<file path="src/rtl/tx_gearbox_66_64.sv">
// Transmit 66b->64b gearbox: packs {tdata, ttype} blocks LSB-first into a continuous
// 64-bit word stream, using input backpressure to absorb the 33:32 rate difference.
module tx_gearbox_66_64 (
  input  logic        clk,
  input  logic        reset_n,
  input  logic [1:0]  s_axis_ttype,
  input  logic [63:0] s_axis_tdata,
  input  logic        s_axis_tvalid,
  output logic        s_axis_tready,
  output logic [63:0] m_axis_tdata,
  output logic        m_axis_tvalid,
  input  logic        m_axis_tready,
  output logic        ttype_err
);

  logic [191:0] store_q, store_d;
  logic [7:0]   cnt_q, cnt_d;
  logic         ttype_err_q, ttype_err_d;

  logic         in_fire;
  logic         out_fire;
  logic [7:0]   base;
  logic [191:0] shifted;
  logic [191:0] blk_ext;

  // Outputs depend on registered state only, so there is no ready->ready path.
  assign m_axis_tvalid = (cnt_q >= 8'd64);
  assign m_axis_tdata  = store_q[63:0];
  assign s_axis_tready = (cnt_q < 8'd128);
  assign ttype_err     = ttype_err_q;

  always_comb begin
    in_fire     = s_axis_tvalid & s_axis_tready;
    out_fire    = m_axis_tvalid & m_axis_tready;
    base        = cnt_q - (out_fire ? 8'd64 : 8'd0);
    shifted     = out_fire ? (store_q >> 64) : store_q;
    blk_ext     = {126'd0, s_axis_tdata, s_axis_ttype};
    store_d     = shifted;
    // Bits above the valid count are always zero, so OR-in places the block exactly.
    if (in_fire) begin
      store_d = shifted | (blk_ext << base);
    end
    cnt_d       = base + (in_fire ? 8'd66 : 8'd0);
    ttype_err_d = in_fire & (s_axis_ttype[1] == s_axis_ttype[0]);
  end

  always_ff @(posedge clk or negedge reset_n) begin
    if (!reset_n) begin
      store_q     <= '0;
      cnt_q       <= '0;
      ttype_err_q <= 1'b0;
    end else begin
      store_q     <= store_d;
      cnt_q       <= cnt_d;
      ttype_err_q <= ttype_err_d;
    end
  end

endmodule

</file>
<file path="config.mk">
export PLATFORM = sky130hd
export DESIGN_NAME = tx_gearbox_66_64
export DESIGN_NICKNAME = d
export VERILOG_FILES = /design/src/rtl/tx_gearbox_66_64.sv
export SDC_FILE = /design/constraint.sdc
export NUM_CORES = 1
export LEC_CHECK = 0
export CAP_MARGIN = 20
export CORE_MARGIN = 10
export CORE_UTILIZATION = 54
export DETAILED_ROUTE_END_ITERATION = 16
export HOLD_SLACK_MARGIN = 0.15
export PLACE_DENSITY = 0.78
export SYNTH_ARGS = -nofsm -noshare
export SYNTH_HDL_FRONTEND = slang
export SYNTH_SLANG_ARGS = --single-unit
</file>
<file path="constraint.sdc">
create_clock -name clk -period 3.25 [get_ports clk]
set_input_delay 0.65 -clock clk [delete_from_list [all_inputs] [get_ports clk]]
set_output_delay 0.65 -clock clk [all_outputs]
set_load 0.05 [all_outputs]
</file>
Word level (Yosys, flattened, before mapping)
Index checks and enable logic that the tools add are counted.
{ "word_totals": {"reg_bits": 201, "input_bits": 70, "output_inout_bits": 67} }
{ "classes": {"n_addsub": 2, "order_cmp": 2, "eq_ne": 1, "shifts": 1, "mux": 4, "bitwise": 4} }
{ "op_table": {"columns": ["op", "n"], "rows": [
  ["two-way mux 192 bit", 2],
  ["bitwise OR 192 bit", 1],
  ["<< shifter 66 x 8 -> 192 bit", 1],
  ["two-way mux 7 bit", 2],
  ["adder 8 x 7 -> 8 bit", 1],
  ["greater-or-equal comparator 8 x 7 -> 1 bit, second input constant", 1],
  ["less-than comparator 8 bit, second input constant", 1],
  ["subtractor 8 x 7 -> 8 bit", 1],
  ["AND 1 bit", 3],
  ["equality test 1 bit", 1]
]} }

Logic depth before layout (Yosys ltp)
Gate-level depths: netlist of the first run.
{ "logic_depth": {"ltp_word": 7, "ltp_mapped": 14} }

Least setup slack after synthesis of the first run
No wires, ideal clock.
{ "synth_timing": {"path_kind": "input port to flip-flop", "startpoint": "input port m_axis_tready", "endpoint": "register store_q[151]", "setup_ps": 83, "t_arrival_ps": 3316, "required_ps": 3167, "setup_slack_ps": -148, "path_stages": 11, "cell_sequence": "o21ai_0 > clkbuf_1 > inv_1 > clkbuf_1 > clkbuf_1 > ha_1 > or4b_2 > clkbuf_1 > nor2_1 > a222oi_1 > o21ai_0"} }
{ "synth_between": {"elab_chain_cells": 6, "word_cells_on_any_way": 7, "classes_between": "add/sub: 1; shift: 1; mux: 3; bitwise: 2"} }
{ "synth_lines": {"columns": ["item", "line_no", "text"], "rows": [
  ["start, declared", "12", "input logic m_axis_tready,"],
  ["AND 1 bit *", "34", "out_fire = m_axis_tvalid & m_axis_tready;"],
  ["two-way mux 7 bit", "35", "base = cnt_q - (out_fire ? 8'd64 : 8'd0);"],
  ["subtractor 8 x 7 -> 8 bit", "35", null],
  ["<< shifter 66 x 8 -> 192 bit", "41", "store_d = shifted | (blk_ext << base);"],
  ["bitwise OR 192 bit", "41", null],
  ["two-way mux 192 bit *", "40", "if (in_fire) begin"],
  ["named net store_d[151]", "16", "logic [191:0] store_q, store_d;"],
  ["end signal, assigned", "53", "store_q <= store_d;"],
  ["end, declared", "16", null]
]} }
The timed path passes the listed nets; every way through them passes the cells marked *.

Final worst setup path of the first run
{ "layout_timing": {"startpoint": "register cnt_q[2]", "endpoint": "register store_q[175]"} }
{ "layout_between": {"elab_chain_cells": 7, "word_cells_on_any_way": 10, "classes_between": "add/sub: 1; order compare: 2; shift: 1; mux: 3; bitwise: 3"} }
{ "layout_lines": {"columns": ["item", "line_no", "text"], "rows": [
  ["start, declared", "17", "logic [7:0] cnt_q, cnt_d;"],
  ["start signal, assigned", "54", "cnt_q <= cnt_d;"],
  ["greater-or-equal comparator 8 x 7 -> 1 bit", "27", "assign m_axis_tvalid = (cnt_q >= 8'd64);"],
  ["AND 1 bit", "34", null],
  ["two-way mux 7 bit", "35", null],
  ["subtractor 8 x 7 -> 8 bit", "35", null],
  ["<< shifter 66 x 8 -> 192 bit", "41", null],
  ["bitwise OR 192 bit", "41", null],
  ["two-way mux 192 bit *", "40", null],
  ["named net store_d[175]", "16", null]
]} }
Marked as above.

==> results of run 1 <==
## through the flow
step           std cells  total power [W]  setup slack, ns
3_3_place_gp        2047           0.0208           0.0511
5_1_grt             2079           0.0245           0.0439
3_5_place_dp        2047           0.0209           0.0402
6_report            2080           0.0238           0.0255
4_1_cts             2079           0.0232            0.145
2_1_floorplan       1564           0.0148           0.0913
## metal layers
layer	GRT usage (%)	vias to the layer above	wire, um
met5	0	-	9
met4	16.4	2	3250
met3	9.85	224	8360
met2	53.1	1246	27900
met1	46.3	7358	24700
li1	-	6212	-
## state kept, by name, summed over array words and instances (netlist names)
name and flops:
ttype_err 1, store_q 192, cnt_q 7
## cells in the final DEF, fill, tap and decap left out, drive strengths merged, types with 47 or more instances in the layout
master         count
o21ai             47
o221ai            77
nor2             213
nand2            120
buf              166
mux2              65
o22ai             80
dfrtp            200
clkdlybuf4s50    135
mux4              83
mux2i            124
## report_power, final
group | switching, W | total [W] | internal (W)
combinational | 0.0106 | 0.0171 | 0.00644
sequential | 0.000971 | 0.00453 | 0.00356
clock | 0.00110 | 0.00221 | 0.00110
## worst paths after layout
path / from / endpoint / slack [ns]
max reg2reg: cnt_q[2] / store_q[175] / 0.03
min in group clk: store_q[177] / store_q[177] / 0.49
max: cnt_q[2] / store_q[175] / 0.03
max in group asynchronous: reset_n / store_q[20] / 2.28
min: reset_n / store_q[62] / 0.17
min reg2reg: store_q[177] / store_q[177] / 0.49
## cell type report
cell class | instances | share of cell area [%]
multi-input combinational | 1152 | 50.4
sequential | 200 | 27.9
timing repair buffer | 302 | 15.4
tap | 378 | 2.63
clock buffer | 17 | 2.36
clock inverter | 15 | 1.02
inverter | 15 | 0.320
antenna | 1 | 0.0139
## synth_stat cells (all sizes together), types with 8 or more instances
library cell    n
a211o           9
a21o            8
a21oi          34
a221o          11
a221oi         27
a22o           10
a22oi          16
a2bb2oi         9
and2           25
buf           118
clkbuf         79
dfrtp         200
inv            14
mux2           65
mux2i         124
mux4           83
nand2         120
nand2b         12
nand3          21
nor2          213
nor2b          10
nor3           19
o211ai         15
o21ai          47
o221ai         77
o22a           19
o22ai          80
o2bb2ai        10
## kinds of logic after synthesis
group | synth area share [%]
XOR/XNOR | 0.459
AND/OR/NAND/NOR | 12.5
buffers and inverters | 7.90
adder cells (fa/ha/maj) | 0.328
AO/OA/AOI/OAI | 20.8
multiplexers | 25.2
flip-flops | 32.8
## worst register-to-register path, stage by stage (launching register included)
cell,delay (ns)
dfrtp_4,0.69
buf_12,0.24
buf_4,0.17
buf_4,0.17
mux4_2,0.52
mux2i_1,0.36
a2bb2oi_1,0.32
o21ai_0,0.29
a32o_1,0.34
==> out/metrics.cfg, run 1 <==
[status]
status = finished, final reports clean

[routing]
routed_wl_um = 64200
ant_nets = 0
drc_errors = 0
wl_per_cell_um = 30.9
first_iter_violations = 2101
vias = 15042
drtPass1Iterations = 8
vias_per_cell = 7.23

[place]
portBuffers = 136
place_area_mm2 = 0.0174
dpl.hpwl_um = 48900
gp_congestion = 1.05

[yosys]
synth_cell_types = 69
ys_ff_latch = 200
ys.flop_type = dfrtp_1
synth_cells = 1564
synth_top_cell_by_area = dfrtp_1
ys_seq_area_share_pct = 32.8
syn-num-nets = 1638
synth_edf_count = 0
ys_top_cells_by_area = dfrtp_1 (33%), mux4_2 (12%), mux2i_1 (8.1%), nor2_1 (5.2%), mux2_2 (4.8%)
netlist.area_leader.share_pct = 32.8
netlist_area_mm2 = 0.0153
async_flop_share_pct = 100
yosys_warnings = 0
synth.avg_cell_area_um2 = 9.76

[hold_path]
min_path_type = input pin to asynchronous set/reset pin

[critical_path]
crit_fanout = 23
startpoint_type = flip-flop
path_buf_inv = 3
crit_top_cell = buf_4
ff2ff_path_depth = 8
crit_chain = buf_12, buf_4, buf_4, mux4_2, mux2i_1, a2bb2oi_1, o21ai_0, a32o_1
cp_slowest_cell = dfrtp_4
worst-path-stages = 8
path_delay_family = compound AO/OA/AOI/OAI gates
critPathCaptureType = flip-flop
cp.arrival_ns = 3.56
cpPeakStageDelay_ns = 0.69
worstPathRequired_ns = 3.58
path_class = flip-flop to flip-flop

[power]
leakage_nw = 7.48
ir_drop_mv = 0.767
powerDensity_mw_per_mm2 = 1320

[layout]
nNetsFinal = 1762
register_area_mm2 = 0.00502
utilization_pct = 64.6
num-fill-cells = 2265
area_delta_synth_final_pct = 17.9
finish.instance_area_mm2 = 0.0180
multi_input_area_mm2 = 0.00907
drive_above_1_share_pct = 21.6

[global_route]
grtUsageTotal_pct = 35.3
grt_max_degree = 190
grt_pass1_vias = 14598
antenna_found_initial = 1
grt_pass1_wl_um = 95700
grt_overflow = 0

[timing]
maxSlewViolCount = 0
holdWs_ns = 0.175
period_share_pct = 99.2
fin_crit_ns = 3.22
setup_violations = 0
tightest_slew_ns = 1.01
fin_skew_ns = 0.0151
slew_headroom_pct = 32.5
fmax_ghz = 0.310
rsz0062_at_grt = no
setup_tns_ns = 0
hold_violations = 0

[floorplan]
fp.coreArea_mm2 = 0.0279
start_util_pct = 54.8
die_area_mm2 = 0.0354
core.rowCount = 61
die_x_um = 188
io_pins = 137
die_height_um = 188

[clock_tree]
post_cts_buffers = 0
cts_made_buffers = 17
cts_sinks = 200
ctsHoldBuffers = 0
cts-root-buf = clkbuf_16
clockBufferDepth = 2
cts_htree_levels = 4
clk-insertion-delay-late_ns = 0.46
cts_resized = 0
tritoncts = done
clk_pin_slew_ns = 0.08

[job]
maxCapViolCount = 0

(Power assumes the default switching activity.)
==> inputs of run 2 (changes only) <==
--- a/config.mk
+++ b/config.mk
@@ -11,6 +11,7 @@
 export DETAILED_ROUTE_END_ITERATION = 16
 export HOLD_SLACK_MARGIN = 0.15
 export PLACE_DENSITY = 0.78
+export SKIP_LAST_GASP = 1
 export SYNTH_ARGS = -nofsm -noshare
 export SYNTH_HDL_FRONTEND = slang
 export SYNTH_SLANG_ARGS = --single-unit
==> results of run 2 <==
Same layout as run 1: the final DEF is identical, and so are final timing and power.
==> edit: new RTL, flow settings as in run 1 <==
Register the output `ttype_err` once more, cleared by the reset; this adds one clock of latency there. The other outputs are not delayed to match.
--- a/src/rtl/tx_gearbox_66_64.sv
+++ b/src/rtl/tx_gearbox_66_64.sv
@@ -27,7 +27,13 @@
   assign m_axis_tvalid = (cnt_q >= 8'd64);
   assign m_axis_tdata  = store_q[63:0];
   assign s_axis_tready = (cnt_q < 8'd128);
-  assign ttype_err     = ttype_err_q;
+  always_ff @(posedge clk or negedge reset_n) begin
+    if (!reset_n) begin
+      ttype_err <= '0;
+    end else begin
+      ttype_err <= ttype_err_q;
+    end
+  end
 
   always_comb begin
     in_fire     = s_axis_tvalid & s_axis_tready;
Function: changed (a bounded check fails within 4 cycles, from zero or initial values and one cycle with reset_n low).
==> edit against run 1 <==
Synthesized area up 0.16%. Sequential cell count increased by 1. Setup slack improved by 0.26 ns. Combinational power down 2%. Global-route usage shrank 1.7 points. Total power shrank 1.3%. Wire length shrank 4.4%. Count of clock-buffer cells in the layout rose by 11. Core utilization hardly changed. Final area barely moved. Final cell count is 0.29% lower. Non-clock buffer count shrank 13.
==> edit: results (changes against run 1) <==
FINAL LAYOUT
-------------------------------------------------------------------------------------------
Area taken by flip-flops and latches .........................................  0.00504 mm²   was 0.00502 mm²
Filler cells .................................................................         2298   was 2265
Number of nets in the final layout ...........................................         1754   was 1762
Share of post-route cells with drive strength above 1 ........................        21.0%   was 21.6%

PLACEMENT
-------------------------------------------------------------------------------------------
Placed wire-length estimate ..................................................      46.2 mm   was 48.9 mm
Gpl congestion ...............................................................         1.04   was 1.05

STA
-------------------------------------------------------------------------------------------
Worst clock skew on the final layout .........................................    0.0193 ns   was 0.0151 ns
Headroom to the max-slew limit ...............................................        27.0%   was 32.5%

YOSYS
-------------------------------------------------------------------------------------------
Synth area leaders ........................................................... sky130_fd_sc_hd__dfrtp_1, sky130_fd_sc_hd__mux4_2, sky130_fd_sc_hd__mux2i_1   unchanged
Sequential-to-total area share from yosys stat ...............................        32.9%   was 32.8%

CRITICAL PATH
-------------------------------------------------------------------------------------------
R2R setup slack ..............................................................      0.29 ns   was 0.03 ns
CP peak stage delay ..........................................................      0.67 ns   was 0.69 ns
Endpoint of the worst register-to-register path .............................. store_q[180]   was store_q[175]
Required time of the critical path ...........................................      3.63 ns   was 3.58 ns
Crit Path Max Fanout .........................................................           28   was 23
Top delay family on crit path ................................................ multiplexers   was compound AO/OA/AOI/OAI gates

POWER AND IR DROP
-------------------------------------------------------------------------------------------
Portion of total power attributed to combinational logic .....................        70.8%   was 71.7%
Leakage Power ................................................................      7.46 nW   was 7.48 nW
Maximum resistive drop on vdd ................................................       690 µV   was 767 µV

CLOCKING
-------------------------------------------------------------------------------------------
Worst-skew pair later-pin latency ............................................      0.51 ns   was 0.46 ns
H-tree levels ................................................................            1   was 4

DRT
-------------------------------------------------------------------------------------------
Number of design-rule violations left by the first detailed-router iteration .         2286   was 2101
Length of the first detailed-routing pass in iterations ......................            9   was 8
Wire per inst ................................................................      29.6 µm   was 30.9 µm
Avg Vias per Cell ............................................................         7.16   was 7.23

STATUS
-------------------------------------------------------------------------------------------
Result of the run ............................................................ finished clean   unchanged

GLOBAL ROUTING
-------------------------------------------------------------------------------------------
Via count of the first global-routing pass ...................................        14500   was 14600
Overall fraction of global-route tracks in use ...............................        33.6%   was 35.3%

==> edit: changes by cell type after synthesis, sizes merged <==
| cell | run 1 | this run |
|---|---|---|
| dfrtp | 200 | 201 |
==> edit: layout make-up <==
type	count	area share [%]
Multi-Input combinational cell	1152	50.4
Timing Repair Buffer	289	14.9
Sequential cell	201	28.0
Inverter	15	0.320
Antenna cell	2	0.0278
Tap cell	378	2.63
Clock inverter	9	0.466
Clock buffer	28	3.23
==> edit: worst max path at each step <==
stage                        startpoint      endpoint  slack (ns)  cells past startpoint
final                          cnt_q[3]  store_q[180]        0.29                      6
after global routing           cnt_q[3]  store_q[180]        0.20                      6
after CTS                      cnt_q[3]  store_q[180]        0.37                      6
after detailed placement  m_axis_tready  store_q[150]        0.05                     10
after global placement    m_axis_tready  store_q[153]        0.07                     10
after floorplan           m_axis_tready  store_q[127]        0.09                     11
==> edit: through the flow <==
stage	power, mW	instance area, µm²	instances	worst slack [ns]
2_1_floorplan	14.8	15300	1565	0.0913
3_3_place_gp	20.3	17300	2035	0.0680
3_5_place_dp	20.5	17300	2035	0.0484
4_1_cts	22.9	18000	2072	0.370
5_1_grt	24.4	18000	2072	0.203
6_report	23.5	18000	2074	0.290
==> edit: cell families (layout without fill, tap and decap cells) <==
family          after synthesis  in the layout  synth area share, %
simple gates                444            444                 12.5
mux                         272            272                 25.2
fa+ha+maj                     4              4                0.327
buf+inv                     212            341                 7.89
other cells                   0              2                    0
flops                       201            201                 32.9
compound gates              424            424                 20.8
xor+xnor                      8              8                0.458
==> edit: power groups by stage <==
stage                     logic [mW]  registers [mW]  clock network [mW]
final                           16.7            4.48                2.37
after global routing            17.3            4.61                2.50
after CTS                       16.1            4.46                2.38
after detailed placement        16.0            4.50                   0
after global placement          15.9            4.45                   0
after floorplan                 10.8            4.01                   0
==> edit: routing by layer <==
layer | global-route usage [%] | vias up | routed length [µm] | part of all wire (%)
met5 | 0 | - | 0 | 0
met2 | 49.1 | 1165 | 26000 | 42
met4 | 15.9 | 0 | 3560 | 5.8
met1 | 45.3 | 7232 | 23800 | 39
li1 | - | 6221 | - | -
met3 | 9.34 | 229 | 8020 | 13
==> edit: worst reg2reg max path, cell delays in order (launching register included) <==
cell,delay [ns]
sky130_fd_sc_hd__dfrtp_4,0.67
sky130_fd_sc_hd__buf_4,0.32
sky130_fd_sc_hd__mux4_2,0.54
sky130_fd_sc_hd__mux2_2,0.32
sky130_fd_sc_hd__mux2i_1,0.38
sky130_fd_sc_hd__mux2i_1,0.24
sky130_fd_sc_hd__a221o_1,0.37
